<file path="src/rtl/lsu_queue.sv">
// In-order load/store queue between the decoder and the dcache/CDB.
// Optional misaligned-access exception: define LSU_MISALIGN_EXC_EN.
module lsu_queue #(
  parameter int DEPTH  = 8,
  parameter int DATA_W = 32,
  parameter int ADDR_W = 32,
  parameter int TAG_W  = 5,
  parameter int ROB_W  = 4
) (
  input  logic              clk,
  input  logic              rst,
  input  logic              flush,
  input  logic              in_valid,
  output logic              in_ready,
  input  logic [3:0]        in_op,
  input  logic [ROB_W-1:0]  in_rob,
  input  logic [DATA_W-1:0] in_offset,
  input  logic [TAG_W-1:0]  in_base_tag,
  input  logic [DATA_W-1:0] in_base,
  input  logic [TAG_W-1:0]  in_sd_tag,
  input  logic [DATA_W-1:0] in_sd,
  input  logic [TAG_W-1:0]  cdb_in_tag,
  input  logic [DATA_W-1:0] cdb_in_data,
  output logic              cdb_out_valid,
  input  logic              grnt,
  output logic [TAG_W-1:0]  cdb_out_tag,
  output logic [DATA_W-1:0] cdb_out_data,
  output logic [ADDR_W-1:0] cdb_out_addr,
`ifdef LSU_MISALIGN_EXC_EN
  output logic              cdb_out_exc,
`endif
  input  logic              rob_stall,
  output logic              dcache_req,
  output logic [ADDR_W-1:0] dcache_addr,
  input  logic              dcache_ack,
  input  logic              dcache_done,
  input  logic [DATA_W-1:0] dcache_data
);

  localparam int PW = $clog2(DEPTH);
  localparam logic [TAG_W-1:0] NOLOCK = '1;
  localparam logic [PW:0] FULL = (PW+1)'(DEPTH);

  localparam logic [2:0] IDLE    = 3'd0;
  localparam logic [2:0] LD_REQ  = 3'd1;
  localparam logic [2:0] LD_WAIT = 3'd2;
  localparam logic [2:0] BCAST   = 3'd3;
  localparam logic [2:0] DRAIN   = 3'd4;

  logic [DEPTH-1:0]  q_v;
  logic [3:0]        q_op   [DEPTH];
  logic [ROB_W-1:0]  q_rob  [DEPTH];
  logic [DATA_W-1:0] q_off  [DEPTH];
  logic [TAG_W-1:0]  q_btag [DEPTH];
  logic [DATA_W-1:0] q_base [DEPTH];
  logic [TAG_W-1:0]  q_stag [DEPTH];
  logic [DATA_W-1:0] q_sd   [DEPTH];

  logic [PW-1:0] head, tail;
  logic [PW:0]   count;
  logic [2:0]    state;

  logic [3:0]        cur_op;
  logic [ROB_W-1:0]  cur_rob;
  logic [ADDR_W-1:0] cur_addr;
  logic [DATA_W-1:0] res_data;
  logic [ADDR_W-1:0] res_addr;
  logic              res_exc;

  logic              enq, pop, bcast, h_rdy, snoop;
  logic [ADDR_W-1:0] h_addr;
  logic [3:0]        h_op;

  function automatic logic [DATA_W-1:0] extract(
    input logic [3:0]        op,
    input logic [1:0]        lo,
    input logic [DATA_W-1:0] w
  );
    logic [7:0]  b;
    logic [15:0] h;
    b = w[{lo, 3'b000} +: 8];
    h = w[{lo[1], 4'b0000} +: 16];
    unique case (op[1:0])
      2'd0:    extract = {{(DATA_W-8){~op[2] & b[7]}}, b};
      2'd1:    extract = {{(DATA_W-16){~op[2] & h[15]}}, h};
      default: extract = w;
    endcase
  endfunction

  // Head-entry view and handshake qualifiers
  always_comb begin
    h_op   = q_op[head];
    h_addr = q_base[head][ADDR_W-1:0] + q_off[head][ADDR_W-1:0];
    h_rdy  = q_v[head] && (q_btag[head] == NOLOCK) &&
             (!h_op[3] || (q_stag[head] == NOLOCK));
    snoop  = (cdb_in_tag != NOLOCK);
    bcast  = (state == BCAST);
    in_ready = (count != FULL) && (state != DRAIN);
    enq    = in_valid && in_ready && !flush;
    cdb_out_valid = bcast && (!cur_op[3] || !rob_stall);
    pop    = cdb_out_valid && grnt;
  end

  assign cdb_out_tag  = bcast ? {{(TAG_W-ROB_W){1'b0}}, cur_rob} : '0;
  assign cdb_out_data = bcast ? res_data : '0;
  assign cdb_out_addr = bcast ? res_addr : '0;
  assign dcache_req   = (state == LD_REQ);
  assign dcache_addr  = dcache_req ? {cur_addr[ADDR_W-1:2], 2'b00} : '0;
`ifdef LSU_MISALIGN_EXC_EN
  assign cdb_out_exc  = bcast && res_exc;
`endif

  // Entry storage: enqueue, CDB operand snoop, pop at head
  always_ff @(posedge clk) begin
    if (rst || flush) begin
      q_v   <= '0;
      head  <= '0;
      tail  <= '0;
      count <= '0;
    end else begin
      for (int i = 0; i < DEPTH; i++) begin
        if (q_v[i] && snoop && q_btag[i] == cdb_in_tag) begin
          q_btag[i] <= NOLOCK;
          q_base[i] <= cdb_in_data;
        end
        if (q_v[i] && snoop && q_stag[i] == cdb_in_tag) begin
          q_stag[i] <= NOLOCK;
          q_sd[i]   <= cdb_in_data;
        end
      end
      if (enq) begin
        q_v[tail]   <= 1'b1;
        q_op[tail]  <= in_op;
        q_rob[tail] <= in_rob;
        q_off[tail] <= in_offset;
        if (snoop && in_base_tag == cdb_in_tag) begin
          q_btag[tail] <= NOLOCK;
          q_base[tail] <= cdb_in_data;
        end else begin
          q_btag[tail] <= in_base_tag;
          q_base[tail] <= in_base;
        end
        if (!in_op[3] || (snoop && in_sd_tag == cdb_in_tag)) begin
          q_stag[tail] <= NOLOCK;
          q_sd[tail]   <= cdb_in_data;
        end else begin
          q_stag[tail] <= in_sd_tag;
          q_sd[tail]   <= in_sd;
        end
        tail <= tail + 1'b1;
      end
      if (pop) begin
        q_v[head] <= 1'b0;
        head      <= head + 1'b1;
      end
      if (enq && !pop)
        count <= count + 1'b1;
      else if (pop && !enq)
        count <= count - 1'b1;
    end
  end

  // Head execution FSM; a flushed in-flight load is drained, not broadcast
  always_ff @(posedge clk) begin
    if (rst) begin
      state    <= IDLE;
      cur_op   <= '0;
      cur_rob  <= '0;
      cur_addr <= '0;
      res_data <= '0;
      res_addr <= '0;
      res_exc  <= 1'b0;
    end else if (flush) begin
      if ((state == LD_WAIT && !dcache_done) ||
          (state == LD_REQ && dcache_ack) ||
          (state == DRAIN && !dcache_done))
        state <= DRAIN;
      else
        state <= IDLE;
    end else begin
      unique case (state)
        IDLE: if (h_rdy) begin
          cur_op   <= h_op;
          cur_rob  <= q_rob[head];
          cur_addr <= h_addr;
          res_exc  <= 1'b0;
`ifdef LSU_MISALIGN_EXC_EN
          if ((h_op[1:0] == 2'd1 && h_addr[0]) ||
              (h_op[1:0] == 2'd2 && h_addr[1:0] != 2'b00)) begin
            res_exc  <= 1'b1;
            res_data <= '0;
            res_addr <= h_addr;
            state    <= BCAST;
          end else
`endif
          if (h_op[3]) begin
            res_data <= q_sd[head];
            res_addr <= h_addr;
            state    <= BCAST;
          end else begin
            res_addr <= '0;
            state    <= LD_REQ;
          end
        end
        LD_REQ:  if (dcache_ack) state <= LD_WAIT;
        LD_WAIT: if (dcache_done) begin
          res_data <= extract(cur_op, cur_addr[1:0], dcache_data);
          state    <= BCAST;
        end
        BCAST:   if (pop) state <= IDLE;
        DRAIN:   if (dcache_done) state <= IDLE;
        default: state <= IDLE;
      endcase
    end
  end

endmodule
</file>
<file path="config.mk">
export PLATFORM = sky130hd
export DESIGN_NAME = lsu_queue
export DESIGN_NICKNAME = d
export VERILOG_FILES = /design/src/rtl/lsu_queue.sv
export SDC_FILE = /design/constraint.sdc
export NUM_CORES = 2
export LEC_CHECK = 0
export CORE_MARGIN = 2
export CORE_UTILIZATION = 65
export DETAILED_ROUTE_END_ITERATION = 10
export HOLD_SLACK_MARGIN = 0.08
export PLACE_DENSITY_LB_ADDON = 0.2
export SETUP_SLACK_MARGIN = 0.02
export SLEW_MARGIN = 5
export SYNTH_ARGS = -nofsm -noshare
export SYNTH_HDL_FRONTEND = slang
export SYNTH_SLANG_ARGS = --single-unit
</file>
<file path="constraint.sdc">
create_clock -name clk -period 14.1 [get_ports clk]
set_input_delay 2.115 -clock clk [delete_from_list [all_inputs] [get_ports clk]]
set_output_delay 2.115 -clock clk [all_outputs]
set_load 0.005 [all_outputs]
</file>
==> key figures <==
Worst setup path
  – Setup crit end kind: register
  – Crit path DAT: 6.80 ns
  – CP startpoint kind: register
  – Critical path type: register to register
  – Critical path endpoint: res_addr[27]$_SDFFE_PP0P_
  – Worst-path fanout max: 57
  – R2R depth: 14
  – Critical Path RT: 14.62 ns
  – Worst R2R Setup Slack: 7.82 ns
  – Worst R2R End: res_addr[27]$_SDFFE_PP0P_

Die
  – Die Y: 280.9 µm
  – Total die area: 0.07893 mm²
  – Num rows: 101
  – Core Box Area: 0.07595 mm²
  – DIE WIDTH: 280.9 µm
  – Initial Util: 0.6564
  – IO Pins: 295

Yosys
  – Netlist cell types: 83
  – Top cell type's share of synthesized area: 0.5494
  – Largest area contributor in the netlist: edfxtp_1
  – Avg Cell Area, Syn: 15.29 µm²
  – Synth Instances: 3260
  – Sequential area share after synthesis: 0.6008
  – FFs w/ async S/R, synth: 0
  – Top_reg_cell synth: edfxtp_1
  – Synth top area cells: edfxtp_1 55%, mux2_2 12%, mux4_2 9.4%
  – EDFF count, synth: 912
  – YS warnings: 0
  – Mapped cell area: 0.04985 mm²
  – Seq cells post-synth: 1040

Global routing
  – Congestion Overflow GR: 0
  – Tot GR Track Use: 0.3320
  – First-pass GRT wire length: 192.9 mm
  – Vias in the first global route: 30.86k
  – Initial antenna violation count: 22
  – Largest net degree at the start of global routing: 69

STA
  – # setup viols final: 0
  – Crit share post-route: 0.4451
  – Final Hold Vio Count: 0
  – Minimum clock period: 6.276 ns
  – Unrepaired setup endpoints after global routing: no
  – Achievable Freq: 0.1593 GHz
  – Slew headroom: 0.1267
  – Clock Skew: 0.02614 ns
  – Max-slew violations: 0
  – Final hold slack: 0.4521 ns
  – Final worst setup slack: 7.824 ns
  – Sum of negative setup slack: 0 ns
  – Worst-margin pin slew: 1.306 ns

Run status
  – Run status: finished, final reports clean

Pwr
  – Internal power: 5.131 mW
  – Net Sw Frac: 0.2066
  – Clock share of power: 0.429
  – Reg power frac: 0.520
  – Sw Pwr: 1.336 mW
  – Cell Pwr Density: 113.4 mW/mm²
  – Leakage power: 18.32 nW
  – Worst vdd ir: 0.1208 mV
  – Combinational share of power: 0.051

Clocking
  – Hold-fix buffers, CTS: 0
  – Post-cts gate resize count: 0
  – Worst-Skew Late Latency: 0.67 ns
  – CTS sink count: 1040
  – CTS Root Cell: clkbuf_16
  – CTS tree: built
  – Setup bufs post-CTS: 0
  – Clk buf depth: 3
  – CTS clock-pin slew for the worst setup and hold paths: 0.06 ns
  – H-tree Lvls: 3
  – Num CTS Buffers: 105

Routing
  – Avg WL per Cell: 28.42 µm
  – Drt pass-1 iters: 7
  – First DRT Iteration DRCs: 3267
  – Via total after detailed routing: 30.60k
  – Residual DRC: 0
  – Total Routed Length: 131.0 mm
  – DRT antenna net count: 0
  – Via-to-Cell Ratio: 6.640

Place
  – PortBufs: 291
  – Dpl ws: 7.543 ns
  – GP Congestion: 0.9656
  – Dpl hpwl: 81.18 mm

Finish
  – # nets final: 3709
  – Most common cell after layout, fill and taps aside: edfxtp_1
  – Area growth, synth to finish: 14.41%
  – Finished Core Util: 0.7510
  – Commonest cells after routing, fill and taps aside: 912 x edfxtp_1, 521 x mux2_2, 290 x clkdlybuf4s50_1
  – Share of cells above drive strength 1: 0.2805
  – Fillers: 4514

Worst hold path
  – HP Class: register to register

Job
  – Max Cap Viol: 0
==> cells in the mapped netlist (10+ instances only) <==
master    count
nand4_1      15
buf_1        21
ha_1         36
mux2_2      521
o21ai_0      46
a21oi_1     105
or3_1        20
buf_2        61
xor2_1       56
and2_1      106
a21o_1       16
xnor2_1      68
buf_4        23
mux4_2      209
a211oi_1     33
edfxtp_1    912
inv_1        28
o41ai_1      17
mux2i_1      92
mux2_1       52
nor3_1       13
nand2_1     214
dfxtp_1     128
clkbuf_1    126
nand3_1      37
o211ai_1     10
nor2_1      135
==> worst min path at each step <==
stage	startpoint	to	slack, ns	depth (start not counted)
after floorplan	res_addr[23]$_SDFFE_PP0P_	res_addr[23]$_SDFFE_PP0P_	0.41	2
after global placement	res_addr[18]$_SDFFE_PP0P_	res_addr[18]$_SDFFE_PP0P_	0.44	2
final	res_addr[13]$_SDFFE_PP0P_	res_addr[13]$_SDFFE_PP0P_	0.45	2
after global routing	res_addr[10]$_SDFFE_PP0P_	res_addr[10]$_SDFFE_PP0P_	0.46	2
after CTS	res_addr[13]$_SDFFE_PP0P_	res_addr[13]$_SDFFE_PP0P_	0.45	2
after detailed placement	res_addr[3]$_SDFFE_PP0P_	res_addr[3]$_SDFFE_PP0P_	0.44	2
==> layer usage <==
metal,GRT usage,share of wire
met5,0,0.0014
met4,0.1263,0.037
met3,0.06210,0.086
met2,0.5433,0.49
met1,0.4464,0.39
==> layout make-up <==
cell class | count | area (µm²) | area share
diodes | 10 | 25.02 | 0.0004387
clock inverters | 51 | 504.2 | 0.008840
repair buffers | 348 | 3338 | 0.05853
inverters | 28 | 105.1 | 0.001843
clock buffers | 144 | 2918 | 0.05116
flip-flops and latches | 1040 | 29960 | 0.5253
well taps | 1030 | 1289 | 0.02259
multi-input cells | 1957 | 18900 | 0.3313
==> power by group through the flow <==
stage | clock (mW) | sequential (mW) | combinational, mW
after global placement | 0 | 3.42 | 0.307
final | 2.78 | 3.36 | 0.331
after detailed placement | 0 | 3.43 | 0.323
after CTS | 2.80 | 3.36 | 0.327
after floorplan | 0 | 3.43 | 0.175
after global routing | 2.91 | 3.36 | 0.353
==> worst max-delay path: stages (launching register included) <==
cell and delay [ns]:
dfxtp_4 0.84, buf_4 0.84, buf_4 0.77, mux4_2 0.41
mux2i_1 0.46, inv_1 0.11, ha_1 0.31, a211o_1 0.33
a2111o_1 0.43, nand4_1 0.17, a311oi_1 0.22, a211oi_1 0.56
o21ai_0 0.22, xnor2_1 0.24, o21ai_0 0.13
==> flip-flops by register name, indices dropped and copies added, names as in the netlist, 8 cells and up, named ones only <==
register  flops
q_off       256
q_v           8
q_base      256
res_data     32
cur_addr     32
q_btag       40
q_stag       40
q_op         32
res_addr     32
q_sd        256
q_rob        32
==> cells by family (layout without fill, tap and decap cells) <==
logic type	count (synthesis)	in the layout	synth area share
adders and majority gates	38	38	0.009839
other	1	13	0.00007522
muxes	874	874	0.2423
AOI/OAI and AO/OA	309	309	0.04136
xor gates and xnor gates	124	124	0.02179
and+or+nand+nor	609	609	0.05943
DFF	1040	1040	0.6008
buffers and inverters	265	571	0.02442
==> metrics by stage <==
stage | power (mW) | instance area (µm²) | instances
2_1_floorplan | 3.601 | 49860 | 3262
3_3_place_gp | 3.731 | 53590 | 4403
3_5_place_dp | 3.748 | 53590 | 4403
4_1_cts | 6.483 | 57010 | 4598
5_1_grt | 6.627 | 57030 | 4606
6_report | 6.467 | 57040 | 4608
No activity file was read; power rests on OpenSTA's default activity.
